**src/rtl/dma_ctrl_pkg.sv**
```systemverilog
// dma_ctrl_pkg: shared constants for the cycle-stealing DMA engine.
//   - sequencer state encoding (S_IDLE, S_RD, S_CAP, S_WR)
//   - register indices inside the 8-byte I/O window and its base address
//   - CTRL / STATUS bit positions and the STATUS byte packer
// Optional feature macro used by the importing files: DMA_FILL_EN.
package dma_ctrl_pkg;

    localparam logic [1:0] S_IDLE = 2'd0;
    localparam logic [1:0] S_RD   = 2'd1;
    localparam logic [1:0] S_CAP  = 2'd2;
    localparam logic [1:0] S_WR   = 2'd3;

    localparam logic [2:0] REG_SRC_LO = 3'd0;
    localparam logic [2:0] REG_SRC_HI = 3'd1;
    localparam logic [2:0] REG_DST_LO = 3'd2;
    localparam logic [2:0] REG_DST_HI = 3'd3;
    localparam logic [2:0] REG_LEN_LO = 3'd4;
    localparam logic [2:0] REG_LEN_HI = 3'd5;
    localparam logic [2:0] REG_CTRL   = 3'd6;
    localparam logic [2:0] REG_STATUS = 3'd7;

    localparam int unsigned CTRL_START = 0;
    localparam int unsigned CTRL_FILL  = 1;
    localparam int unsigned CTRL_ABORT = 7;

    localparam int unsigned ST_BUSY = 0;
    localparam int unsigned ST_DONE = 1;

    localparam logic [15:0] DMA_IO_BASE = 16'h1010;

    function automatic logic [7:0] status_byte(input logic busy, input logic done);
        return {6'b0, done, busy};
    endfunction

endpackage

```
**src/rtl/dma_ctrl_regs.sv**
```systemverilog
// dma_regs: programming interface of the DMA engine.
//   Decodes byte writes into merged counter load values, produces START /
//   ABORT / done-clear pulses, holds the FILL mode bit and registers read data.
// Ports:
//   clk_i, rst_i            clock, synchronous active-high reset
//   reg_addr_i/reg_din_i    register index and write data
//   reg_w_en_i/reg_r_en_i   write / read strobes
//   reg_dout_o              read data, valid the cycle after reg_r_en_i
//   busy_i, done_i          live engine status
//   src_i/dst_i/len_i       live counters (read back and merged on load)
//   *_we_o / *_load_o       counter load strobe and merged load value
//   start_o, abort_o        command pulses
//   clr_done_o              STATUS write clears done
//   fill_o                  fill mode (only with DMA_FILL_EN, else 0)
module dma_regs
    import dma_ctrl_pkg::*;
#(
    parameter int unsigned ADDR_W = 16,
    parameter int unsigned LEN_W  = 16
) (
    input  logic              clk_i,
    input  logic              rst_i,
    input  logic [2:0]        reg_addr_i,
    input  logic [7:0]        reg_din_i,
    input  logic              reg_w_en_i,
    input  logic              reg_r_en_i,
    output logic [7:0]        reg_dout_o,
    input  logic              busy_i,
    input  logic              done_i,
    input  logic [ADDR_W-1:0] src_i,
    input  logic [ADDR_W-1:0] dst_i,
    input  logic [LEN_W-1:0]  len_i,
    output logic              src_we_o,
    output logic [ADDR_W-1:0] src_load_o,
    output logic              dst_we_o,
    output logic [ADDR_W-1:0] dst_load_o,
    output logic              len_we_o,
    output logic [LEN_W-1:0]  len_load_o,
    output logic              start_o,
    output logic              abort_o,
    output logic              clr_done_o,
    output logic              fill_o
);

    logic       wr_ok;
    logic       ctrl_wr;
    logic [7:0] rd_mux;
    logic [7:0] dout_q;

    // Configuration writes are locked out while a transfer runs.
    assign wr_ok   = reg_w_en_i & ~busy_i;
    assign ctrl_wr = reg_w_en_i & (reg_addr_i == REG_CTRL);

    assign src_we_o = wr_ok & ((reg_addr_i == REG_SRC_LO) | (reg_addr_i == REG_SRC_HI));
    assign dst_we_o = wr_ok & ((reg_addr_i == REG_DST_LO) | (reg_addr_i == REG_DST_HI));
    assign len_we_o = wr_ok & ((reg_addr_i == REG_LEN_LO) | (reg_addr_i == REG_LEN_HI));

    // Byte merge: only the addressed half of each counter is replaced.
    always_comb begin
        src_load_o = src_i;
        dst_load_o = dst_i;
        len_load_o = len_i;
        if (reg_addr_i[0]) begin
            src_load_o[15:8] = reg_din_i;
            dst_load_o[15:8] = reg_din_i;
            len_load_o[15:8] = reg_din_i;
        end else begin
            src_load_o[7:0] = reg_din_i;
            dst_load_o[7:0] = reg_din_i;
            len_load_o[7:0] = reg_din_i;
        end
    end

    // ABORT dominates START in the same write.
    assign start_o    = wr_ok & ctrl_wr & reg_din_i[CTRL_START] & ~reg_din_i[CTRL_ABORT];
    assign abort_o    = ctrl_wr & busy_i & reg_din_i[CTRL_ABORT];
    assign clr_done_o = reg_w_en_i & (reg_addr_i == REG_STATUS);

`ifdef DMA_FILL_EN
    logic fill_q;
    always_ff @(posedge clk_i) begin
        if (rst_i) begin
            fill_q <= 1'b0;
        end else if (wr_ok && ctrl_wr) begin
            fill_q <= reg_din_i[CTRL_FILL];
        end
    end
    assign fill_o = fill_q;
`else
    assign fill_o = 1'b0;
`endif

    always_comb begin
        rd_mux = '0;
        case (reg_addr_i)
            REG_SRC_LO: rd_mux = src_i[7:0];
            REG_SRC_HI: rd_mux = src_i[15:8];
            REG_DST_LO: rd_mux = dst_i[7:0];
            REG_DST_HI: rd_mux = dst_i[15:8];
            REG_LEN_LO: rd_mux = len_i[7:0];
            REG_LEN_HI: rd_mux = len_i[15:8];
            REG_CTRL:   rd_mux = {6'b0, fill_o, 1'b0};
            default:    rd_mux = status_byte(busy_i, done_i);
        endcase
    end

    // Sampling the pre-write state gives read-before-write on a same-cycle access.
    always_ff @(posedge clk_i) begin
        if (rst_i) begin
            dout_q <= '0;
        end else if (reg_r_en_i) begin
            dout_q <= rd_mux;
        end
    end
    assign reg_dout_o = dout_q;

endmodule

```
**src/rtl/dma_ctrl.sv**
```systemverilog
// dma_ctrl: cycle-stealing DMA engine on the shared 16-bit bus. Copies LEN
// bytes from SRC to DST using only cycles where cpu_req is low; the CPU is
// never stalled. Sequencer: IDLE -> RD -> CAP -> WR -> (RD | IDLE).
// Optional macro DMA_FILL_EN: fill mode writes SRC_LO to every DST byte.
// Ports:
//   clk, rst                 clock, synchronous active-high reset
//   reg_addr/reg_din         register index / write data (8-byte I/O window)
//   reg_w_en/reg_r_en        register strobes; reg_dout valid one cycle later
//   cpu_req                  CPU uses the bus this cycle (always wins)
//   dma_grant                DMA owns the bus this cycle
//   bus_addr/bus_wdata       DMA address / write data (0 when not granted)
//   bus_w_en/bus_r_en        DMA strobes (only while granted)
//   bus_rdata                memory read data, one cycle after bus_r_en
module dma_ctrl
    import dma_ctrl_pkg::*;
#(
    parameter int unsigned ADDR_W = 16,
    parameter int unsigned LEN_W  = 16
) (
    input  logic              clk,
    input  logic              rst,
    input  logic [2:0]        reg_addr,
    input  logic [7:0]        reg_din,
    input  logic              reg_w_en,
    input  logic              reg_r_en,
    output logic [7:0]        reg_dout,
    input  logic              cpu_req,
    output logic              dma_grant,
    output logic [ADDR_W-1:0] bus_addr,
    output logic [7:0]        bus_wdata,
    output logic              bus_w_en,
    output logic              bus_r_en,
    input  logic [7:0]        bus_rdata
);

    logic [1:0]        state_q, state_d;
    logic [ADDR_W-1:0] src_q, src_d, dst_q, dst_d;
    logic [LEN_W-1:0]  len_q, len_d;
    logic [7:0]        data_q, data_d;
    logic              done_q, done_d;

    logic              busy;
    logic              src_we, dst_we, len_we;
    logic [ADDR_W-1:0] src_load, dst_load;
    logic [LEN_W-1:0]  len_load;
    logic              start, abort, clr_done, fill;
    logic              rd_gnt, wr_gnt;

    assign busy = (state_q != S_IDLE);

    dma_regs #(
        .ADDR_W (ADDR_W),
        .LEN_W  (LEN_W)
    ) u_regs (
        .clk_i      (clk),
        .rst_i      (rst),
        .reg_addr_i (reg_addr),
        .reg_din_i  (reg_din),
        .reg_w_en_i (reg_w_en),
        .reg_r_en_i (reg_r_en),
        .reg_dout_o (reg_dout),
        .busy_i     (busy),
        .done_i     (done_q),
        .src_i      (src_q),
        .dst_i      (dst_q),
        .len_i      (len_q),
        .src_we_o   (src_we),
        .src_load_o (src_load),
        .dst_we_o   (dst_we),
        .dst_load_o (dst_load),
        .len_we_o   (len_we),
        .len_load_o (len_load),
        .start_o    (start),
        .abort_o    (abort),
        .clr_done_o (clr_done),
        .fill_o     (fill)
    );

    // Grant is purely combinational; rst gating keeps strobes off during reset.
    assign rd_gnt    = ~rst & (state_q == S_RD) & ~cpu_req;
    assign wr_gnt    = ~rst & (state_q == S_WR) & ~cpu_req;
    assign dma_grant = rd_gnt | wr_gnt;
    assign bus_r_en  = rd_gnt;
    assign bus_w_en  = wr_gnt;
    assign bus_addr  = rd_gnt ? src_q : (wr_gnt ? dst_q : '0);
    assign bus_wdata = wr_gnt ? (fill ? src_q[7:0] : data_q) : '0;

    always_comb begin
        state_d = state_q;
        src_d   = src_q;
        dst_d   = dst_q;
        len_d   = len_q;
        data_d  = data_q;
        done_d  = done_q;

        if (clr_done) done_d = 1'b0;
        if (src_we)   src_d  = src_load;
        if (dst_we)   dst_d  = dst_load;
        if (len_we)   len_d  = len_load;

        case (state_q)
            S_IDLE: begin
                if (start) begin
                    if (len_q == '0) begin
                        done_d = 1'b1;
                    end else begin
                        done_d  = 1'b0;
                        state_d = fill ? S_WR : S_RD;
                    end
                end
            end
            S_RD: begin
                if (!cpu_req) state_d = S_CAP;
            end
            S_CAP: begin
                data_d  = bus_rdata;
                state_d = S_WR;
            end
            default: begin // S_WR
                if (!cpu_req) begin
                    if (!fill) src_d = src_q + ADDR_W'(1);
                    dst_d = dst_q + ADDR_W'(1);
                    len_d = len_q - LEN_W'(1);
                    if (len_q == LEN_W'(1)) begin
                        state_d = S_IDLE;
                        done_d  = 1'b1;
                    end else begin
                        state_d = fill ? S_WR : S_RD;
                    end
                end
            end
        endcase

        // Abort overrides everything, including a write granted this cycle.
        if (abort) begin
            state_d = S_IDLE;
            done_d  = 1'b0;
            src_d   = src_q;
            dst_d   = dst_q;
            len_d   = len_q;
        end
    end

    always_ff @(posedge clk) begin
        if (rst) begin
            state_q <= S_IDLE;
            src_q   <= '0;
            dst_q   <= '0;
            len_q   <= '0;
            data_q  <= '0;
            done_q  <= 1'b0;
        end else begin
            state_q <= state_d;
            src_q   <= src_d;
            dst_q   <= dst_d;
            len_q   <= len_d;
            data_q  <= data_d;
            done_q  <= done_d;
        end
    end

endmodule

```
**config.mk**
```make
export PLATFORM = sky130hd
export DESIGN_NAME = dma_ctrl
export DESIGN_NICKNAME = d
export VERILOG_FILES = /design/src/rtl/dma_ctrl_pkg.sv /design/src/rtl/dma_ctrl_regs.sv /design/src/rtl/dma_ctrl.sv
export SDC_FILE = /design/constraint.sdc
export NUM_CORES = 1
export LEC_CHECK = 0
export ABC_AREA = 0
export CORE_MARGIN = 3
export CORE_UTILIZATION = 53
export CTS_BUF_LIST = sky130_fd_sc_hd__clkbuf_2
export DETAILED_ROUTE_END_ITERATION = 8
export PLACE_DENSITY = 0.76
export SLEW_MARGIN = 20
export SYNTH_ARGS = -nofsm -noshare
export SYNTH_HDL_FRONTEND = slang
export SYNTH_SLANG_ARGS = --single-unit
```
**constraint.sdc**
```tcl
create_clock -name clk -period 3.3 [get_ports clk]
set_clock_uncertainty 0.2 [all_clocks]
set_input_delay 0.33 -clock clk [delete_from_list [all_inputs] [get_ports clk]]
set_output_delay 0.33 -clock clk [all_outputs]
set_load 0.005 [all_outputs]
```
==> reports/qor_table.md, run 1 <==
| Quantity | Reported |
|:---|:---|
| Outcome | finished clean |
| Area growth syn-to-layout | 14.2% |
| Count of final max-slew check failures | 0 |
| Prevailing post-synth register cell | dfxtp_1 |
| Worst slew margin relative to its limit | 53.0% |
| Clock latency reported for the late side of the worst-skew pair | 0.52 ns |
| Final hold slack | 0.0177 ns |
| Via count of the first global-routing pass | 4828 |
| Remaining routing DRC violations | 0 |
| Multi-input logic area | 3230 µm² |
| Die Height | 103 µm |
| Antenna violations before repair | 0 |
| Fraction of synthesis flops using an asynchronous set or reset pin | 0% |
| Total length of routed wires | 17500 µm |
| Number of distinct library cell variants in the gate-level netlist after synthesis | 84 |
| Final critical delay including setup and external delays | 3.10 ns |
| Longest Clk Path Bufs | 2 |
| Boundary pin count | 59 |
| Area contributors post-synth | dfxtp_1, a21oi_1, o21ai_0 |
| Register cell area after layout | 1340 µm² |
| Peak clock frequency supported by timing | 322 MHz |
| RSZ-0062 raised after global routing | no |
| Class of the most critical setup path | flip-flop to output port |
| Port Buffer Count | 58 |
| Fraction of synthesized cell area taken by the top area cell type | 26.9% |
| Area inside the core boundary | 8930 µm² |
| Number of synthesized flops with an enable pin | 0 |
| Final setup vio count | 0 |
| Share of final-layout standard cells stronger than drive strength 1 | 13.0% |
| Global placer's final weighted congestion | 1.01 |
| Number of vias per cell | 6.96 |
| CP startpoint kind | flip-flop |
| Leakage dissipation | 2.06 nW |
| Synth Instances | 618 |
| Fin crit share | 94.0% |
| Count of filler cells inserted in the layout | 830 |
| Data arrival time of the critical path | 2.57 ns |
| Final Net Count | 691 |
| Number of hold buffers added after CTS | 0 |
| Hold Violations, Final | 0 |
| Seq/Total Area, Yosys | 26.9% |
| Max-cap check violation count | 0 |
| Peak VDD IR | 0.204 mV |
| TritonCTS clock tree | yes |
| Ordered cell list for the critical path | ha_1, nor3b_1, a21boi_4, buf_12, a22o_1, clkdlybuf4s50_1 |
| Number of clock sinks seen by CTS | 67 |
| First-pass GRT wire length | 26600 µm |
| Cell type with the largest total area after synthesis | dfxtp_1 |
| Net count of the mapped netlist | 651 |
| Effective utilization at floorplan | 55.8% |
| YS warnings | 0 |
| Max Fanout on Critical Path | 16 |
| Number of CTS-inserted buffers | 9 |
| Number of search-and-repair iterations in the first detailed-routing pass | 5 |
| Core Rows | 34 |
| Clock H-tree levels | 3 |
| All-Layer GR Usage | 32.7% |
| Die Outline Area | 10600 µm² |
| Antenna diode count | 0 |
| Slowest cell on the critical path | clkdlybuf4s50_1 |
| Mapped Avg Cell Area | 8.06 µm² |
| Type of element capturing the critical path | output port |
| Required arrival time at the worst endpoint | 2.77 ns |
| Clock transition at path regs | 0.20 ns |
| Summed instance area of the synthesized netlist | 4980 µm² |
| Count of routing violations after the opening detailed-route iteration | 600 |
| Power density of the placed cells | 283 nW/µm² |
| Pin count of the biggest net entering global routing | 42 |
| Transition at the pin with the smallest max-transition slack | 0.704 ns |
| Clk root buf | clkbuf_2 |
| Number of vias in the routed layout | 5367 |
| Overall overflow remaining after global route | 0 |
| HPWL after detailed placement | 12500 µm |
| Delay of the slowest cell on the worst path | 0.51 ns |
| Count of nets left with antenna violations after detail routing | 0 |
| Class of the most critical hold timing path | primary input to flip-flop |
| Horiz. Die Dim | 103 µm |
| Drt wl/cell | 22.6 µm |
| Total Neg Setup Slack | 0 ns |
| Flop and latch count out of synthesis | 67 |
## layout make-up
class	instances	area share [%]
clock buffers	12	1.06
multi-input cells	476	56.8
clock inverters	4	0.726
flip-flops and latches	67	23.6
well taps	108	2.37
repair buffers	86	14.2
inverters	18	1.19
## flip-flops by register name, summed over array words and instances (netlist names)
register,cells
data_q,8
done_q,1
dst_q,16
len_q,16
src_q,16
state_q,2
u_regs.reg_dout_o,8
## worst max-delay path: cells and delay by family, from the launching register on
| family | cells | cell delay, ns |
|---|---|---|
| buffers and inverters | 2 | 0.67 |
| AND/OR/NAND/NOR | 1 | 0.31 |
| AO/OA/AOI/OAI | 2 | 0.40 |
| flip-flops | 1 | 0.46 |
| adder cells (fa/ha/maj) | 1 | 0.22 |
## path summary, 6_finish.rpt
kind	cells after the start	startpoint	slack, ns	to
setup / recovery	6	state_q[0]$_SDFFE_PP0P_	0.20	bus_addr[1]
hold / removal	2	rst	0.02	src_q[13]$_SDFFE_PP0N_
setup reg to reg	7	state_q[0]$_SDFFE_PP0P_	0.61	len_q[4]$_SDFFE_PP0N_
hold reg to reg	2	u_regs.reg_dout_o[5]$_SDFFE_PP0P_	0.29	u_regs.reg_dout_o[5]$_SDFFE_PP0P_
## routing by layer
| layer | track usage (%) | wire length [µm] | up-vias |
|---|---|---|---|
| met2 | 49.8 | 7750 | 365 |
| met3 | 7.92 | 1970 | 61 |
| met1 | 44.2 | 7090 | 2513 |
| met4 | 13.7 | 639 | 0 |
| met5 | 0 | 0 | - |
| li1 | - | - | 2428 |
## placed cells by master, fill, tap and decap left out, drive strengths merged, types with 7 or more instances in the layout
cell type and instances:
dfxtp 67, ha 9, o22ai 9, nor2 45
nand4 17, buf 29, a21oi 44, clkdlybuf4s50 57
nand2 53, clkbuf 12, inv 18, nand3 32
a211oi 15, a21o 8, o211ai 8, and2 9
a31oi 8, o21ai 46, nor3 17, a311oi 7
mux2 8, mux2i 21, o32ai 7, a22o 19
## where the power goes
part | switching (W) | leakage [nW] | internal [W] | total, W
sequential | 0.0000346 | 0.543 | 0.000830 | 0.000865
clock | 0.000312 | 0.0687 | 0.000178 | 0.000490
combinational | 0.000153 | 1.45 | 0.000105 | 0.000258
## cell usage after synthesis (6+ instances only)
cell and number:
a211oi_1 15, a21o_1 8, a21oi_1 44, a22o_1 18, a311oi_1 7, a31oi_1 8
and2_1 9, and3_1 6, buf_2 21, buf_4 17, clkbuf_1 12, dfxtp_1 67
ha_1 9, inv_1 18, mux2_2 8, mux2i_1 21, nand2_1 50, nand3_1 30
nand4_1 13, nor2_1 42, nor3_1 12, o211ai_1 7, o21ai_0 44, o22ai_1 9
o32ai_1 7
## repair_timing
action                                  in CTS  in global routing
hold endpoints to repair                     0                  0
endpoints found under the setup margin      16                 16
setup buffers                                0                  1
pin swaps                                    0                  0
resized for setup                            1                  0
## logic make-up after synthesis
kind of cell	Yosys count	synth area share, %
compound gates	219	30.6
flops	67	26.9
mux	31	7.01
simple gates	214	24.3
fa+ha+maj	9	2.26
xor+xnor	3	0.528
buf+inv	75	8.29
## metrics by stage
stage | setup WS (ns) | instance area [µm²] | std cells | total power (W) | util, %
5_1_grt | 0.0958 | 5690 | 771 | 0.00167 | 63.7
4_1_cts | 0.0930 | 5670 | 770 | 0.00161 | 63.5
2_1_floorplan | 1.19 | 4980 | 618 | 0.00102 | -
6_report | 0.199 | 5690 | 771 | 0.00161 | 63.7
3_5_place_dp | 0.352 | 5560 | 754 | 0.00113 | 62.3
3_3_place_gp | 0.489 | 5560 | 754 | 0.00113 | 62.3
(Power assumes the default switching activity.)
==> run 2, diff against run 1 <==
- CAP_MARGIN: not set -> 20
- GPL_TIMING_DRIVEN: not set -> 0
- SLEW_MARGIN: 20 -> not set
==> run 2 against run 1 <==
Compared with the run above:
- clock power fell by 14%
- sequential power fell by 1%
- power fell by 3.3%
- utilization rose by 1.1 points
- routed wire length rose by 15%
- critical path depth rose by 1
- sequential share of layout area fell by 0.41 points
- die area did not move
- critical path type is now primary input to output port
- critical endpoint is now bus_addr[6]
- largest power group unchanged
- highest routed layer unchanged
==> reports/qor_table.md, run 2 (synthesized netlist as in run 1, its figures left out) <==
| Quantity | Reported |
|:---|:---|
| Antenna diode count | 0 |
| Pin count of the biggest net entering global routing | 12 |
| Peak clock frequency supported by timing | 315 MHz |
| Hold path endpoint | dst_q[8]$_SDFFE_PP0N_ |
| Number of cells on the worst hold path | 3 |
| Transition at the pin with the smallest max-transition slack | 0.821 ns |
| Slowest cell on the critical path | clkdlybuf4s50_1 |
| Reg2Reg Launch Point | state_q[0]$_SDFFE_PP0P_ |
| Number of hold buffers added after CTS | 0 |
| Peak VDD IR | 0.149 mV |
| Die Height | 103 µm |
| Power density of the placed cells | 269 nW/µm² |
| Clock transition at path regs | 0.20 ns |
| Class of the most critical setup path | primary input to output port |
| Delay of the slowest cell on the worst path | 0.64 ns |
| Remaining routing DRC violations | 0 |
| Ordered cell list for the critical path | clkdlybuf4s50_1, inv_1, clkbuf_1, a21boi_4, buf_2, a22o_1, clkdlybuf4s50_1 |
| Placed instance area | 5680 µm² |
| Clk root buf | clkbuf_2 |
| Clock H-tree levels | 3 |
| Outcome | finished clean |
| Leading cell types in the layout, fill and taps excluded | dfxtp_1, clkdlybuf4s50_1, nand2_1 |
| Depth of the worst register-to-register path | 8 |
| Number of search-and-repair iterations in the first detailed-routing pass | 9 |
| Longest Clk Path Bufs | 2 |
| Final Net Count | 720 |
| Type of element capturing the critical path | output port |
| Most Frequent Cell on Critical Path | clkdlybuf4s50_1 |
| Horiz. Die Dim | 103 µm |
| Worst r2r dst | len_q[7]$_SDFFE_PP0N_ |
| Drt wl/cell | 25.2 µm |
| Area growth syn-to-layout | 16.3% |
| Boundary pin count | 59 |
| Antenna violations before repair | 0 |
| Class of the most critical hold timing path | primary input to flip-flop |
| Final setup vio count | 0 |
| Fin crit share | 96.2% |
| Count of nets left with antenna violations after detail routing | 0 |
| Final critical delay including setup and external delays | 3.17 ns |
| Die Outline Area | 10600 µm² |
| Required arrival time at the worst endpoint | 2.77 ns |
| Count of routing violations after the opening detailed-route iteration | 756 |
| HPWL after detailed placement | 14500 µm |
| Leakage dissipation | 2.14 nW |
| First-pass GRT wire length | 30600 µm |
| Number of vias per cell | 7.11 |
| CP startpoint kind | primary input |
| Worst hold start | reg_din[0] |
| Global placer's final weighted congestion | 1.04 |
| Number of clock sinks seen by CTS | 67 |
| Overall overflow remaining after global route | 0 |
| Post-layout worst setup margin | 0.125 ns |
| Max-cap check violation count | 0 |
| Data arrival time of the critical path | 2.64 ns |
| Share of final-layout standard cells stronger than drive strength 1 | 15.2% |
| Hold Violations, Final | 0 |
| Regs by FF count | dst_q: 16 flops, len_q: 16 flops, src_q: 16 flops |
| Effective utilization at floorplan | 55.8% |
| Worst slew margin relative to its limit | 45.3% |
| Count of final max-slew check failures | 0 |
| Port Buffer Count | 56 |
| Cell area after layout | 5790 µm² |
| Max Fanout on Critical Path | 10 |
| Number of vias in the routed layout | 5684 |
| RSZ-0062 raised after global routing | no |
| All-Layer GR Usage | 38.4% |
| Worst-case register-to-register setup slack | 0.61 ns |
| Total length of routed wires | 20100 µm |
| Clock latency reported for the late side of the worst-skew pair | 0.54 ns |
| Number of CTS-inserted buffers | 9 |
| Via count of the first global-routing pass | 5441 |
| Worst slack after detailed placement | 0.0117 ns |
| Most common cell after layout, fill and taps aside | dfxtp_1 |
| Total Neg Setup Slack | 0 ns |
| Area inside the core boundary | 8930 µm² |
| TritonCTS clock tree | yes |
| Core Rows | 34 |
-- run 2: changes by cell type in the layout (fill, tap and decap cells not counted), moves of 2 or more --
cell and delta:
clkinvlp_4 +2, buf_2 +19, clkinv_2 +2, buf_12 -2
clkbuf_1 +12, clkbuf_8 +3, buf_4 -6
-- run 2: layer usage --
layer  global-route usage (%)  share of wire (%)
met1                     50.3                 39
met2                     56.9                 42
met3                     9.47                 14
met4                     22.7                6.2
met5                        0                  0
-- run 2: how the worst max path moves through the flow --
stage,from,end,slack [ns],depth (start not counted)
floorplan,state_q[0]$_SDFFE_PP0P_,len_q[13]$_SDFFE_PP0N_,1.19,9
global placement,rst,bus_addr[13],0.04,7
detailed placement,rst,bus_addr[6],0.01,7
CTS,state_q[0]$_SDFFE_PP0P_,bus_addr[14],0.05,5
global route,state_q[0]$_SDFFE_PP0P_,bus_addr[6],0.03,6
finish,rst,bus_addr[6],0.13,7
-- run 2: timing repair --
| action | 4_1_cts | 5_1_grt |
|---|---|---|
| resized for setup | 3 | 0 |
| setup buffers | 0 | 2 |
| endpoints found under the setup margin | 11 | 11 |
-- run 2: area by class of cell --
class / instances / area (µm²)
fill: 811 / 3140
tap: 108 / 135
clock inverter: 6 / 32.5
multi-input combinational: 476 / 3240
timing repair buffer: 58 / 576
sequential: 67 / 1340
clock buffer: 10 / 50.0
buffer: 57 / 348
inverter: 18 / 67.6
-- run 2: power by group --
part / switching (W) / total (W) / leakage (nW) / internal, W
sequential: 0.0000250 / 0.000855 / 0.543 / 0.000830
clock: 0.000325 / 0.000419 / 0.0528 / 0.0000941
combinational: 0.000177 / 0.000285 / 1.54 / 0.000108
total: 0.000527 / 0.00156 / 2.14 / 0.00103
-- run 2: critical path, delay by kind of cell --
kind | cells | cell delay (ns)
buf+inv | 5 | 1.83
compound gates | 2 | 0.48
-- run 2: through the flow --
stage / hold slack (ns) / total power, W / utilization [%] / instances
4_1_cts: 0.0304 / 0.00155 / 64.6 / 798
3_5_place_dp: 0.271 / 0.00114 / 63.5 / 782
5_1_grt: 0.0859 / 0.00161 / 64.8 / 800
6_report: 0.0622 / 0.00156 / 64.8 / 800
3_3_place_gp: 0.263 / 0.00114 / 63.5 / 782
2_1_floorplan: 0.252 / 0.00102 / - / 618
==> run 3, diff against run 2 <==
- MAX_ROUTING_LAYER: not set -> met4
==> run 3 against run 2 <==
Compared with the run above:
- sequential cell count did not move
- sequential power barely moved
- final cell count fell by 0.13%
- worst hold slack got worse by 0.0060 ns
- non-clock buffer count did not move
- critical path depth fell by 1
==> reports/qor_table.md, run 3 (synthesized netlist as in run 1, its figures left out) <==
| Quantity | Reported |
|:---|:---|
| Power share of the clock group | 26.8% |
| Power share of the combinational group | 18.4% |
| Slowest cell on the critical path | clkdlybuf4s50_1 |
| Overall overflow remaining after global route | 0 |
| Core Rows | 34 |
| Total length of routed wires | 20500 µm |
| Number of vias in the routed layout | 5709 |
| Die Height | 103 µm |
| Count of nets left with antenna violations after detail routing | 0 |
| Transition at the pin with the smallest max-transition slack | 0.800 ns |
| HPWL after detailed placement | 14700 µm |
| Global placer's final weighted congestion | 1.07 |
| Number of hold buffers added after CTS | 0 |
| Number of vias per cell | 7.15 |
| Hold Violations, Final | 0 |
| Worst slack after detailed placement | -0.0209 ns |
| Via count of the first global-routing pass | 5334 |
| Peak clock frequency supported by timing | 316 MHz |
| Switching power total | 0.000527 W |
| First-pass GRT wire length | 31100 µm |
| Number of CTS-inserted buffers | 9 |
| Regs by FF count | dst_q: 16 flops, len_q: 16 flops, src_q: 16 flops |
| Area growth syn-to-layout | 16.2% |
| Fin crit share | 96.0% |
| Drt wl/cell | 25.7 µm |
| Horiz. Die Dim | 103 µm |
| Share of power burned in registers | 54.8% |
| Count of routing violations after the opening detailed-route iteration | 749 |
| Number of clock sinks seen by CTS | 67 |
| Count of final max-slew check failures | 0 |
| Class of the most critical setup path | flip-flop to output port |
| Worst path bufs/invs | 2 |
| Required arrival time at the worst endpoint | 2.77 ns |
| Internal power component | 0.00103 W |
| Delay of the slowest cell on the worst path | 0.51 ns |
| Antenna violations before repair | 0 |
| Data arrival time of the critical path | 2.64 ns |
| Final Power | 0.00156 W |
| Clock latency reported for the late side of the worst-skew pair | 0.54 ns |
| Multi-input logic area | 3250 µm² |
| Total Neg Setup Slack | 0 ns |
| Effective utilization at floorplan | 55.8% |
| Peak VDD IR | 0.216 mV |
| Type of element capturing the critical path | output port |
| Power density of the placed cells | 270 nW/µm² |
| Port Buffer Count | 56 |
| Antenna diode count | 0 |
| Kind of cell adding the most delay to the critical path | buffers and inverters |
| Worst slew margin relative to its limit | 46.7% |
| Outcome | finished clean |
| Longest Clk Path Bufs | 2 |
| Total placed cells including tap cells | 782 |
| Most common cell after layout, fill and taps aside | dfxtp_1 |
| Post-layout worst setup margin | 0.131 ns |
| Leading cell types in the layout, fill and taps excluded | dfxtp_1, clkdlybuf4s50_1, nand2_1 |
| Boundary pin count | 59 |
| Number of search-and-repair iterations in the first detailed-routing pass | 6 |
| TritonCTS clock tree | yes |
| Switching Share | 33.8% |
| Register cell area after layout | 1340 µm² |
| Share of final-layout standard cells stronger than drive strength 1 | 15.5% |
| Final critical delay including setup and external delays | 3.17 ns |
| CP startpoint kind | flip-flop |
| Count of filler cells inserted in the layout | 816 |
| Ordered cell list for the critical path | ha_1, nor3b_2, a21boi_4, buf_2, a22o_1, clkdlybuf4s50_1 |
| Clk root buf | clkbuf_2 |
| Clock transition at path regs | 0.22 ns |
| Class of the most critical hold timing path | primary input to flip-flop |
| Final setup vio count | 0 |
| Pin count of the biggest net entering global routing | 11 |
| Area inside the core boundary | 8930 µm² |
| Leakage dissipation | 2.15 nW |
| Remaining routing DRC violations | 0 |
| Final Net Count | 720 |
| Max Fanout on Critical Path | 10 |
| Max-cap check violation count | 0 |
| Clock H-tree levels | 3 |
| RSZ-0062 raised after global routing | no |
| Die Outline Area | 10600 µm² |
| All-Layer GR Usage | 40.8% |
| Cell Count, Final, Fillers Out | 799 |
[run 3: changes by cell type in the layout (fill, tap and decap cells not counted), sizes merged]
cell	change
clkinvlp	-2
buf	+1
[run 3: worst register-to-register path: cells and delay by family (launching register included)]
kind	cells	cell delay, ns
flops	1	0.40
fa+ha+maj	1	0.15
simple gates	2	0.46
buf+inv	3	0.90
compound gates	2	0.43
[run 3: metrics by stage]
| stage | hold slack [ns] | util [%] | area, µm² |
|---|---|---|---|
| 2_1_floorplan | 0.252 | - | 4980 |
| 3_5_place_dp | 0.260 | 63.5 | 5680 |
| 6_report | 0.0562 | 64.8 | 5790 |
| 4_1_cts | 0.0274 | 64.6 | 5770 |
| 3_3_place_gp | 0.263 | 63.5 | 5680 |
| 5_1_grt | 0.0228 | 64.8 | 5790 |
[run 3: worst paths after layout]
check                                            to                              start  cells past startpoint  slack (ns)
setup / recovery                        bus_addr[5]            state_q[0]$_SDFFE_PP0P_                      6        0.13
hold / removal                len_q[0]$_SDFFE_PP0N_                         reg_din[0]                      3        0.06
hold reg to reg   u_regs.reg_dout_o[5]$_SDFFE_PP0P_  u_regs.reg_dout_o[5]$_SDFFE_PP0P_                      2        0.28
setup reg to reg              dst_q[0]$_SDFFE_PP0N_            state_q[0]$_SDFFE_PP0P_                      8        0.67
[run 3: cell type report]
class,instances,area share [%]
plain buffers,56,5.90
well taps,108,2.33
clock inverters,4,0.324
multi-input cells,476,56.1
clock buffers,11,0.951
flip-flops and latches,67,23.2
repair buffers,59,10.1
inverters,18,1.17
[run 3: layer usage]
layer	part of all wire [%]	up-vias	track usage, %	wire length [µm]
met5	0	-	-	0
met4	4.3	0	18.1	877
met2	44	463	59.5	9050
met1	38	2664	52.0	7890
li1	-	2495	-	-
met3	13	87	12.2	2720
[run 3: power by group through the flow]
stage / sequential (W) / combinational, W / clock (W)
after global placement: 0.000869 / 0.000269 / 0
after CTS: 0.000854 / 0.000276 / 0.000414
after detailed placement: 0.000871 / 0.000273 / 0
after global routing: 0.000858 / 0.000301 / 0.000455
after floorplan: 0.000863 / 0.000161 / 0
final: 0.000855 / 0.000287 / 0.000419
[run 3: what timing repair did]
item                                    4_1_cts  5_1_grt
gates resized for setup                       3        0
gates cloned                                  0        0
setup buffers                                 0        3
endpoints found under the setup margin       11       11
pin swaps                                     0        0
